## src/rtl/register_write_arbiter.sv

```systemverilog
// Round-robin arbiter that shares the single register-file write port between REQ_N requesters.
// Define REGISTER_WRITE_ARBITER_INIT_EN to build the post-reset INIT sweep writing INIT_VAL to registers 1..ADDR_L-1.
module register_write_arbiter #(
  parameter int                DATA_W   = 32,
  parameter int                ADDR_L   = 32,
  parameter int                ADDR_W   = $clog2(ADDR_L),
  parameter int                REQ_N    = 2,
  parameter int                ID_W     = (REQ_N > 1) ? $clog2(REQ_N) : 1,
  parameter logic [DATA_W-1:0] INIT_VAL = '0
) (
  input  logic                    clk,
  input  logic                    reset,
  input  logic [REQ_N-1:0]        req_valid,
  output logic [REQ_N-1:0]        req_ready,
  input  logic [REQ_N*ADDR_W-1:0] req_addr,
  input  logic [REQ_N*DATA_W-1:0] req_data,
  output logic [ADDR_W-1:0]       wr_addr,
  output logic [DATA_W-1:0]       wr_data,
  output logic                    wr_en,
  output logic [ID_W-1:0]         grant_id,
  output logic                    busy
);

  logic [ADDR_W-1:0] addr_arr [REQ_N];
  logic [DATA_W-1:0] data_arr [REQ_N];

  for (genvar i = 0; i < REQ_N; i++) begin : g_unpack
    assign addr_arr[i] = req_addr[i*ADDR_W +: ADDR_W];
    assign data_arr[i] = req_data[i*DATA_W +: DATA_W];
  end

  logic              wr_en_q, wr_en_d;
  logic [ADDR_W-1:0] wr_addr_q, wr_addr_d;
  logic [DATA_W-1:0] wr_data_q, wr_data_d;
  logic [ID_W-1:0]   grant_id_q, grant_id_d;
  logic [ID_W-1:0]   ptr_q, ptr_d;
  logic              run_active;

`ifdef REGISTER_WRITE_ARBITER_INIT_EN
  typedef enum logic {ST_INIT, ST_RUN} state_t;
  state_t            state_q, state_d;
  logic [ADDR_W-1:0] cnt_q, cnt_d;

  assign run_active = (state_q == ST_RUN);
`else
  logic unused_init_val;

  assign run_active      = 1'b1;
  assign unused_init_val = ^INIT_VAL;
`endif

  assign busy = ~run_active;

  // Round-robin search starting at ptr_q; scan wraps modulo REQ_N.
  logic              grant_found;
  logic [ID_W-1:0]   grant_idx;
  logic [ID_W:0]     scan;

  // NOTE: always_comb uses blocking assignments and gives every output a default
  // first, so no path leaves a variable unassigned and no latch is inferred.
  always_comb begin
    grant_found = 1'b0;
    grant_idx   = '0;
    req_ready   = '0;
    scan        = '0;
    if (run_active && !reset) begin
      for (int off = 0; off < REQ_N; off++) begin
        scan = {1'b0, ptr_q} + (ID_W+1)'(off);
        if (scan >= (ID_W+1)'(REQ_N)) scan = scan - (ID_W+1)'(REQ_N);
        if (!grant_found && req_valid[scan[ID_W-1:0]]) begin
          grant_found = 1'b1;
          grant_idx   = scan[ID_W-1:0];
        end
      end
    end
    if (grant_found) req_ready[grant_idx] = 1'b1;
  end

  always_comb begin
    wr_en_d    = 1'b0;
    wr_addr_d  = '0;
    wr_data_d  = '0;
    grant_id_d = '0;
    ptr_d      = ptr_q;
`ifdef REGISTER_WRITE_ARBITER_INIT_EN
    state_d    = state_q;
    cnt_d      = cnt_q;
    if (state_q == ST_INIT) begin
      wr_en_d   = 1'b1;
      wr_addr_d = cnt_q;
      wr_data_d = INIT_VAL;
      cnt_d     = cnt_q + ADDR_W'(1);
      if (cnt_q == ADDR_W'(ADDR_L - 1)) state_d = ST_RUN;
    end else
`endif
    if (grant_found) begin
      grant_id_d = grant_idx;
      ptr_d      = (grant_idx == ID_W'(REQ_N - 1)) ? '0 : grant_idx + ID_W'(1);
      // The register file forwards on address match, so a write to r0 must look idle.
      if (addr_arr[grant_idx] != '0) begin
        wr_en_d   = 1'b1;
        wr_addr_d = addr_arr[grant_idx];
        wr_data_d = data_arr[grant_idx];
      end
    end
  end

  // NOTE: sequential state uses non-blocking assignments so every flop samples
  // the pre-edge values regardless of statement order.
  always_ff @(posedge clk) begin
    if (reset) begin
      wr_en_q    <= 1'b0;
      wr_addr_q  <= '0;
      wr_data_q  <= '0;
      grant_id_q <= '0;
      ptr_q      <= '0;
`ifdef REGISTER_WRITE_ARBITER_INIT_EN
      state_q    <= ST_INIT;
      cnt_q      <= ADDR_W'(1);
`endif
    end else begin
      wr_en_q    <= wr_en_d;
      wr_addr_q  <= wr_addr_d;
      wr_data_q  <= wr_data_d;
      grant_id_q <= grant_id_d;
      ptr_q      <= ptr_d;
`ifdef REGISTER_WRITE_ARBITER_INIT_EN
      state_q    <= state_d;
      cnt_q      <= cnt_d;
`endif
    end
  end

  assign wr_en    = wr_en_q;
  assign wr_addr  = wr_addr_q;
  assign wr_data  = wr_data_q;
  assign grant_id = grant_id_q;

endmodule

```

## config.mk

```make
export PLATFORM = sky130hd
export DESIGN_NAME = register_write_arbiter
export DESIGN_NICKNAME = d
export VERILOG_FILES = /design/src/rtl/register_write_arbiter.sv
export SDC_FILE = /design/constraint.sdc
export NUM_CORES = 1
export LEC_CHECK = 0
export BUFFER_PORTS_ARGS = -buffer_cell sky130_fd_sc_hd__buf_2
export CAP_MARGIN = 20
export CORE_ASPECT_RATIO = 1.25
export CORE_MARGIN = 5
export CORE_UTILIZATION = 43
export CTS_CLUSTER_DIAMETER = 80
export DETAILED_ROUTE_END_ITERATION = 8
export PLACE_DENSITY_LB_ADDON = 0.08
export SLEW_MARGIN = 20
export SYNTH_ARGS = -nofsm -noshare
export SYNTH_HDL_FRONTEND = slang
export SYNTH_SLANG_ARGS = --single-unit
```

## constraint.sdc

```tcl
create_clock -name clk -period 3 [get_ports clk]
set_input_delay 0.3 -clock clk [delete_from_list [all_inputs] [get_ports clk]]
set_output_delay 0.3 -clock clk [all_outputs]
set_load 0.01 [all_outputs]
```

==> impl_metrics.csv, run 1 <==
group,metric,value,unit
setup_path,cp.arrival,1250,ps
setup_path,setup.worst_path.end_class,"output pin",
die,initial_core_util,44.5,%
power,switching_portion_of_total_power,25.0,%
placement,place.detailed.instances,343,
drt,viasPerCell,4.89,
yosys,synth_seq_cells,40,
die,die_width,66.0,µm
placement,count_of_buffers_inserted_at_the_top_level_ports,118,
final_layout,stdcell_count,350,
sta,rsz_0062_raised_after_global_routing,"no",
global_routing,grt_overflow,0,
yosys,synthArstFlopShare,0,%
power,pwr-share-comb,17.8,%
sta,drv_slew,0,
yosys,synth_sequential_area_ratio,47.5,%
placement,place_ws,1160,ps
global_routing,vias_in_the_first_global_route,1566,
setup_path,critical_path_class,"reg -> out",
yosys,syn_area,1690,µm²
yosys,synth_warnings,0,
placement,dp_hpwl,3.49,mm
power,power.static_leakage,1.20,nW
cts,cts_inserted_buffers,5,
final_layout,syn2layout_area_growth,38.8,%
cts,cts_post_setup_buffers_inserted,0,
power,power.total,1.15,mW
placement,placer_s_final_routability_congestion_estimate,0.738,
setup_path,timing.rr.start,"ptr_q$_SDFFE_PP0P_",
yosys,post-synth-top-count-cell,"sky130_fd_sc_hd__nand3_1",
yosys,ys.flop_type,"sky130_fd_sc_hd__dfxtp_1",
sta,fin_setup_tns,0,ps
power,power_density,493,nW/µm²
power,pwr-share-clk,32.5,%
sta,timing.final.setup_violations,0,
yosys,post-synth-top-area-cell,"sky130_fd_sc_hd__dfxtp_1",
sta,timing.clock.skew,5.59,ps
final_layout,layout-drive-gt1-share,52.4,%
setup_path,critPathBufInv,2,
sta,timing.slew.headroom,57.2,%
hold_path,holdCritStartpoint,"reset",
global_routing,wire_length_of_the_first_global_routing_pass,7.42,mm
drt,detail-route-antenna-nets,0,
power,psw,0.289,mW
run,max_cap_viols,0,
power,vdd_drop_max,0.000259,V
hold_path,worst_hold_path_type,"in -> reg",
final_layout,finish.utilization,61.8,%
setup_path,slowest_stage,"sky130_fd_sc_hd__dfxtp_1",
die,placement_rows,25,
cts,post_cts_resized,0,
global_routing,global_route.usage.total,18.1,%
cts,cts_num_sinks,40,
power,p_int,0.865,mW
sta,timing_hold_violations_final,0,
drt,detail_route.wl_per_cell,14.1,µm
setup_path,timing.critical_path.from_type,"flip-flop",
final_layout,antenna_diode_count,0,
die,core,3780,µm²
die,io_pins,120,
final_layout,finish.instance_area,2340,µm²
final_layout,design.final.nets,374,
drt,number_of_vias_after_detailed_routing,1712,
power,seq_power_share,49.7,%
yosys,postSynthAreaPerCell,9.06,µm²
setup_path,cp-startpoint,"ptr_q$_SDFFE_PP0P_",
setup_path,cp_max_fo,13,
drt,drcViolationCount,0,
sta,hold-worst-slack,215,ps
drt,totalWireLength,4.94,mm
yosys,postSynthNetCount,264,
global_routing,grt_start_max_net_pins,39,
sta,min_period_over_period,51.5,%
cts,cts.reportedPaths.clkPinSlew,70,ps
setup_path,critical_path.max_stage_delay,330,ps
cts,ctsLongestPathBuffers,2,
sta,final_period_demand_of_the_worst_path,1550,ps
final_layout,final_layout_fill_cell_count,369,
sta,timing_worst_slew_pin_value,640,ps
drt,drt_iter0_drc,133,
yosys,netlist.area_leader.share,47.5,%
yosys,number_of_enable_type_register_cells_in_the_synthesized_netlist,0,
yosys,synth_commonest_cells,"sky130_fd_sc_hd__nand3_1, sky130_fd_sc_hd__dfxtp_1, sky130_fd_sc_hd__a21oi_1",
global_routing,grt_antenna_before_repair,0,
sta,setup_slack,1450,ps
die,floorplan.die.height,80.0,µm
cts,cts_tree,"done",
drt,detail_route.first_pass.iterations,4,
setup_path,worstPathRequired,2700,ps
setup_path,critical-path-top-delay-family,"buffers and inverters",
status,result_of_the_run,"completed",
cts,cts.hold.buffers_added,0,
setup_path,crit_path_cell_trace,"nand2b_4 > nand3b_4 > inv_2 > nor2_4 > buf_2",
sta,maxClockFrequency,0.647,GHz
cts,worst_skew_pair_latency,280,ps
placement,placedInstanceArea,2240,µm²
die,design.die.area,5280,µm²
yosys,synth_area_leaders,"sky130_fd_sc_hd__dfxtp_1, sky130_fd_sc_hd__nand3_1, sky130_fd_sc_hd__a21oi_1",
cts,htree_num_levels,2,
yosys,post_synth_num_cell_types,21,
yosys,post_synthesis_cell_count,186,
cts,cts-root-buf,"sky130_fd_sc_hd__clkbuf_8",
## power by group through the flow
stage,clock network [mW],logic (mW),registers (mW)
2_1_floorplan,0,0.0950,0.604
3_3_place_gp,0,0.206,0.585
3_5_place_dp,0,0.207,0.585
4_1_cts,0.387,0.208,0.574
5_1_grt,0.416,0.226,0.576
6_report,0.375,0.205,0.573
## final timing paths
| kind | slack [ps] | to | cells past startpoint |
|---|---|---|---|
| max | 1450 | req_ready[0] | 5 |
| min | 210 | ptr_q$_SDFFE_PP0P_ | 2 |
| max reg2reg | 1520 | wr_data[19]$_SDFF_PP0_ | 6 |
| min reg2reg | 470 | ptr_q$_SDFFE_PP0P_ | 2 |
## registers in the layout (all words and copies together), names as in the netlist
signal    flops
wr_data      32
ptr_q         1
grant_id      1
wr_en         1
wr_addr       5
## worst reg2reg max path, cell delays in order (launching register included)
cell,delay [ps]
sky130_fd_sc_hd__dfxtp_1,330
sky130_fd_sc_hd__nand2b_4,140
sky130_fd_sc_hd__nand3b_4,80
sky130_fd_sc_hd__inv_2,210
sky130_fd_sc_hd__buf_4,350
sky130_fd_sc_hd__nand3_1,150
sky130_fd_sc_hd__a21oi_2,170
## cell families (layout without fill, tap and decap cells)
logic type | Yosys count | in the layout | share of synthesized area, %
compound gates | 40 | 40 | 14.7
flops | 40 | 40 | 47.5
simple gates | 84 | 84 | 28.7
buf+inv | 21 | 131 | 8.83
other cells | 1 | 1 | 0.223
## layout by cell type, fill, tap and decap left out, drive strengths merged
cell | Yosys | routed
nand3 | 64 | 64
clkbuf | 0 | 7
a22o | 1 | 1
a21oi | 38 | 38
o21bai | 1 | 1
nor2 | 3 | 3
nand2b | 2 | 2
dfxtp | 40 | 40
nor3 | 2 | 2
nand2 | 12 | 12
nand3b | 1 | 1
inv | 2 | 2
buf | 19 | 122
conb | 1 | 1
## per-layer routing
| layer | track usage, % | share of wire [%] | vias up |
|---|---|---|---|
| met4 | 4.88 | 0.51 | 0 |
| li1 | - | - | 867 |
| met5 | 0 | 0 | - |
| met1 | 20.2 | 39 | 768 |
| met2 | 31.6 | 51 | 75 |
| met3 | 7.04 | 10 | 2 |
## area by class of cell
cell class / instances / area (µm²) / share of cell area, %
Sequential cell: 40 / 801 / 34.2
Multi-Input combinational cell: 125 / 746 / 31.9
Timing Repair Buffer: 122 / 621 / 26.5
Clock buffer: 7 / 96.3 / 4.12
Tap cell: 54 / 67.6 / 2.89
Inverter: 2 / 7.51 / 0.321
(Power assumes the default switching activity.)
==> run 2, diff against run 1 <==
CORE_UTILIZATION = 40   (was 43)
clock period = 1.57 ns   (was 3 ns; I/O delays follow)
==> run 2 against run 1 <==
Effect of this change: total power rose by 100%; sequential power rose by 90%; combinational power rose by 95%; sequential share of layout area fell by 0.74 points; clock power rose by 120%; utilization fell by 3.5 points; final cell count rose by 1.7%; clock skew fell by 1.1 ps; die area rose by 6.5%; via count fell by 0.12%; critical path depth rose by 1; first-iteration DRC count fell by 38%; critical endpoint unchanged; highest routed layer unchanged.
==> impl_metrics.csv, run 2 (synthesized netlist as in run 1, its figures left out) <==
group,metric,value,unit
status,result_of_the_run,"completed",
setup_path,critical_path.max_stage_delay,340,ps
sta,fin_setup_tns,0,ps
final_layout,stdcell_count,356,
sta,final_period_demand_of_the_worst_path,1490,ps
setup_path,crit_path_cell_trace,"nand2b_4 > nand3b_4 > inv_6 > buf_12 > nor2_4 > buf_2",
sta,timing.clock.skew,4.47,ps
final_layout,layout_commonest_cell,"sky130_fd_sc_hd__buf_2",
global_routing,grt_start_max_net_pins,39,
placement,dp_hpwl,3.54,mm
cts,htree_num_levels,2,
power,power_density,969,nW/µm²
drt,totalWireLength,4.90,mm
global_routing,wire_length_of_the_first_global_routing_pass,7.19,mm
cts,cts_tree,"done",
global_routing,vias_in_the_first_global_route,1619,
cts,cts.reportedPaths.clkPinSlew,80,ps
placement,placer_s_final_routability_congestion_estimate,0.731,
run,max_cap_viols,0,
sta,drv_slew,0,
hold_path,worst_hold_path_type,"in -> reg",
drt,wl_met2,2.46,mm
drt,routed-wl-met3,565,µm
setup_path,timing.critical_path.from_type,"flip-flop",
power,pwr-share-clk,35.5,%
die,placement_rows,26,
setup_path,critical_path_class,"reg -> out",
drt,number_of_vias_after_detailed_routing,1710,
final_layout,leading_cell_types_in_the_layout_fill_and_taps_excluded,"sky130_fd_sc_hd__buf_2, sky130_fd_sc_hd__nand3_1, sky130_fd_sc_hd__dfxtp_1, sky130_fd_sc_hd__a21oi_1, sky130_fd_sc_hd__nand2_1",
sta,timing_hold_violations_final,0,
global_routing,grt_overflow,0,
final_layout,finish.instance_area,2390,µm²
die,core,4100,µm²
cts,ctsLongestPathBuffers,2,
power,p_int,1.74,mW
cts,cts_inserted_buffers,5,
placement,place.detailed.instances,348,
final_layout,layout-drive-gt1-share,52.3,%
drt,drcViolationCount,0,
drt,detail-route-antenna-nets,0,
setup_path,setup.worst_path.end_class,"output pin",
die,floorplan.die.height,82.6,µm
die,die_width,68.1,µm
power,power.static_leakage,1.22,nW
final_layout,final_layout_fill_cell_count,421,
drt,detail_route.first_pass.iterations,4,
sta,rsz_0062_raised_after_global_routing,"no",
drt,maxUsedRoutingLayer,"met4",
power,pwr-share-comb,17.3,%
final_layout,largest_register_ff_count,32,
final_layout,syn2layout_area_growth,41.8,%
drt,detail_route.wl_per_cell,13.8,µm
setup_path,cp.arrival,1330,ps
die,design.die.area,5620,µm²
setup_path,slowest_stage,"sky130_fd_sc_hd__dfxtp_1",
power,psw,0.573,mW
placement,placedInstanceArea,2280,µm²
die,initial_core_util,41.1,%
final_layout,antenna_diode_count,0,
sta,min_period_over_period,94.7,%
global_routing,grt_antenna_before_repair,0,
global_routing,global_route.usage.total,16.8,%
power,seq_power_share,47.3,%
drt,viasPerCell,4.80,
die,io_pins,120,
sta,maxClockFrequency,0.673,GHz
cts,cts_num_sinks,40,
power,vdd_drop_max,0.000459,V
setup_path,worstPathRequired,1410,ps
drt,met1Wirelength,1.80,mm
setup_path,cp_max_fo,16,
final_layout,design.final.nets,377,
placement,count_of_buffers_inserted_at_the_top_level_ports,118,
cts,cts-root-buf,"sky130_fd_sc_hd__clkbuf_8",
drt,drt_iter0_drc,83,
power,switching_portion_of_total_power,24.8,%
sta,timing.final.setup_violations,0,
cts,worst_skew_pair_latency,290,ps
## run 2: changes by cell type in the layout (fill, tap and decap cells not counted), sizes merged
cell / delta
bufinv: +1
clkinv: +1
clkbuf: -1
buf: +3
## run 2: final timing paths
check	to	startpoint	slack (ps)	cells past startpoint
worst min-delay path	ptr_q$_SDFFE_PP0P_	reset	50	2
worst min register to register	ptr_q$_SDFFE_PP0P_	ptr_q$_SDFFE_PP0P_	480	2
worst max-delay path	req_ready[0]	ptr_q$_SDFFE_PP0P_	80	6
worst max register to register	wr_data[31]$_SDFF_PP0_	ptr_q$_SDFFE_PP0P_	220	5
## run 2: critical path: cells and delay by family, from the launching register on
| family | cells | cell delay [ps] |
|---|---|---|
| buf+inv | 3 | 410 |
| flops | 1 | 340 |
| simple gates | 3 | 270 |
## run 2: cell type report
class	instances	area [µm²]	share of cell area, %
inverters	2	12.5	0.524
clock inverters	2	35.0	1.47
clock buffers	6	72.6	3.04
repair buffers	125	656	27.4
well taps	56	70.1	2.93
multi-input cells	125	743	31.1
flip-flops and latches	40	801	33.5
## run 2: stage by stage
step | util (%) | hold WS (ps) | power, mW | worst slack [ps]
after global placement | 55.6 | 359 | 1.52 | 280
after CTS | 58.2 | 43.1 | 2.35 | 45.7
after detailed placement | 55.6 | 359 | 1.52 | 256
after global routing | 58.3 | 53.8 | 2.43 | 20.2
after floorplan | - | 226 | 1.34 | 491
final | 58.3 | 52.0 | 2.31 | 83.6
## run 2: metal layers
layer  track usage, %  vias to the layer above
met1             16.7                      758
met3             7.04                        7
met2             30.9                       75
li1                 -                      870
met4             5.57                        0
met5                0                        -
## run 2: repair_timing
| item | CTS | global route |
|---|---|---|
| setup endpoints to repair | 1 | 1 |
| buffers inserted | 0 | 0 |
| hold buffers | 0 | 0 |
| resized for setup | 1 | 1 |
| pin swaps | 0 | 0 |
## run 2: power by group through the flow
stage | sequential, mW | clock [mW] | combinational [mW]
4_1_cts | 1.09 | 0.848 | 0.406
6_report | 1.09 | 0.821 | 0.400
3_5_place_dp | 1.12 | 0 | 0.404
2_1_floorplan | 1.15 | 0 | 0.181
3_3_place_gp | 1.12 | 0 | 0.402
5_1_grt | 1.10 | 0.886 | 0.444
==> run 3, diff against run 2 <==
TNS_END_PERCENT = 30   (was unset)
clock period = 1.4 ns   (was 1.57 ns; I/O delays follow)
==> run 3 against run 2 <==
Effect of this change: first-iteration DRC count rose by 43%; final cell count rose by 1.7%; critical endpoint unchanged; sequential share of layout area fell by 0.70 points; combinational power rose by 18%; via count rose by 3.9%; critical path depth fell by 1; routed wire length rose by 2.4%; sequential power rose by 13%; total power rose by 7.6%; largest cell class unchanged; clock power fell by 3.5%; final area rose by 2.1%; flip-flop and latch count did not move.
==> impl_metrics.csv, run 3 (synthesized netlist as in run 1, its figures left out) <==
group,metric,value,unit
cts,cts-root-buf,"sky130_fd_sc_hd__clkbuf_8",
placement,placedInstanceArea,2310,µm²
die,initial_core_util,41.1,%
placement,count_of_buffers_inserted_at_the_top_level_ports,118,
global_routing,gr-max-usage-layer,"met2",
sta,min_period_over_period,93.9,%
die,io_pins,120,
sta,maxClockFrequency,0.760,GHz
die,core,4100,µm²
global_routing,grt_antenna_before_repair,1,
global_routing,gr-usage-met3,5.95,%
cts,cts_tree,"done",
global_routing,met1_usage,18.2,%
setup_path,cp-startpoint,"ptr_q$_SDFFE_PP0P_",
drt,detail_route.wl_per_cell,13.9,µm
global_routing,vias_in_the_first_global_route,1573,
sta,timing.final.setup_violations,0,
cts,cts.reportedPaths.clkPinSlew,70,ps
drt,viasPerCell,4.91,
final_layout,layout-drive-gt1-share,53.4,%
final_layout,sequential_cell_area,801,µm²
power,power_density,1020,nW/µm²
power,power.static_leakage,1.25,nW
cts,worst_skew_pair_latency,290,ps
setup_path,worstPathRequired,1260,ps
final_layout,layout_commonest_cell,"sky130_fd_sc_hd__buf_2",
die,floorplan.die.height,82.6,µm
drt,drt_iter0_drc,119,
global_routing,grt_start_max_net_pins,34,
drt,number_of_vias_after_detailed_routing,1776,
hold_path,holdCritStartpoint,"reset",
final_layout,final_layout_fill_cell_count,418,
drt,detail-route-antenna-nets,0,
placement,dp_hpwl,3.69,mm
status,result_of_the_run,"completed",
setup_path,critical_path_class,"reg -> out",
setup_path,timing.rr.start,"ptr_q$_SDFFE_PP0P_",
final_layout,finish.instance_area,2440,µm²
die,die_width,68.1,µm
final_layout,syn2layout_area_growth,44.8,%
drt,detail_route.first_pass.iterations,4,
die,design.die.area,5620,µm²
global_routing,global_route.usage.total,16.8,%
setup_path,cp.arrival,1180,ps
global_routing,wire_length_of_the_first_global_routing_pass,7.05,mm
drt,totalWireLength,5.02,mm
setup_path,setup.worst_path.end_class,"output pin",
die,placement_rows,26,
final_layout,leading_cell_types_in_the_layout_fill_and_taps_excluded,"sky130_fd_sc_hd__buf_2, sky130_fd_sc_hd__nand3_1, sky130_fd_sc_hd__dfxtp_1, sky130_fd_sc_hd__a21oi_1, sky130_fd_sc_hd__nand2_1",
setup_path,cp_max_fo,8,
sta,timing.clock.skew,5.05,ps
sta,drv_slew,0,
sta,rsz_0062_raised_after_global_routing,"no",
global_routing,grt_overflow,0,
sta,timing_hold_violations_final,0,
final_layout,design.final.nets,382,
cts,htree_num_levels,2,
sta,final_period_demand_of_the_worst_path,1320,ps
final_layout,multiInputGateArea,743,µm²
global_routing,grtUsageMet2,29.1,%
cts,ctsLongestPathBuffers,2,
placement,placer_s_final_routability_congestion_estimate,0.741,
drt,drcViolationCount,0,
setup_path,timing.critical_path.from_type,"flip-flop",
final_layout,finish.utilization,59.6,%
cts,cts_inserted_buffers,5,
hold_path,worst_hold_path_type,"in -> reg",
cts,cts_num_sinks,40,
sta,fin_setup_tns,0,ps
cts,cts.hold.buffers_added,0,
final_layout,largest_register_ff_count,32,
power,vdd_drop_max,0.000675,V
run,max_cap_viols,0,
-- run 3: repair_timing --
| action | CTS | global route |
|---|---|---|
| gates resized for setup | 1 | 4 |
| endpoints found under the hold margin | 0 | 0 |
| buffers inserted | 0 | 3 |
| setup endpoints to repair | 1 | 15 |
-- run 3: worst paths after layout --
check / to / slack, ps / cells past startpoint
setup reg to reg: wr_data[11]$_SDFF_PP0_ / 160 / 5
hold / removal: ptr_q$_SDFFE_PP0P_ / 40 / 2
hold reg to reg: ptr_q$_SDFFE_PP0P_ / 480 / 2
setup / recovery: req_ready[0] / 80 / 5
-- run 3: stage by stage --
stage / total power, mW / instances / setup slack (ps) / hold WS (ps)
6_report: 2.49 / 362 / 84.7 / 44.2
5_1_grt: 2.61 / 362 / 9.15 / 37.2
4_1_cts: 2.51 / 358 / 9.46 / 35.0
3_5_place_dp: 1.72 / 351 / 137 / 351
3_3_place_gp: 1.72 / 351 / 192 / 345
2_1_floorplan: 1.50 / 186 / 321 / 209
-- run 3: worst max-delay path, stage by stage, from the launching register on --
cell and delay [ps]:
sky130_fd_sc_hd__dfxtp_1 310, sky130_fd_sc_hd__nand2b_4 150, sky130_fd_sc_hd__nand3b_4 120, sky130_fd_sc_hd__clkinv_8 80, sky130_fd_sc_hd__nor2_4 120, sky130_fd_sc_hd__buf_6 110
-- run 3: final cells by class --
class | instances | share of cell area (%)
clock inverter | 2 | 0.410
inverter | 2 | 0.820
multi-input combinational | 125 | 30.4
antenna | 1 | 0.103
clock buffer | 6 | 3.38
tap | 56 | 2.87
timing repair buffer | 130 | 29.2
sequential | 40 | 32.8
-- run 3: routing by layer --
metal,vias to the layer above,part of all wire (%),wire [µm]
met5,-,0,0
li1,880,-,-
met1,807,37,1860
met3,5,12,597
met2,84,50,2510
met4,0,1.1,53
-- run 3: where the power goes --
part	total, mW	internal [mW]	switching (mW)	leakage, nW
clock	0.792	0.393	0.399	0.0510
combinational	0.472	0.229	0.243	0.873
sequential	1.23	1.21	0.0166	0.331
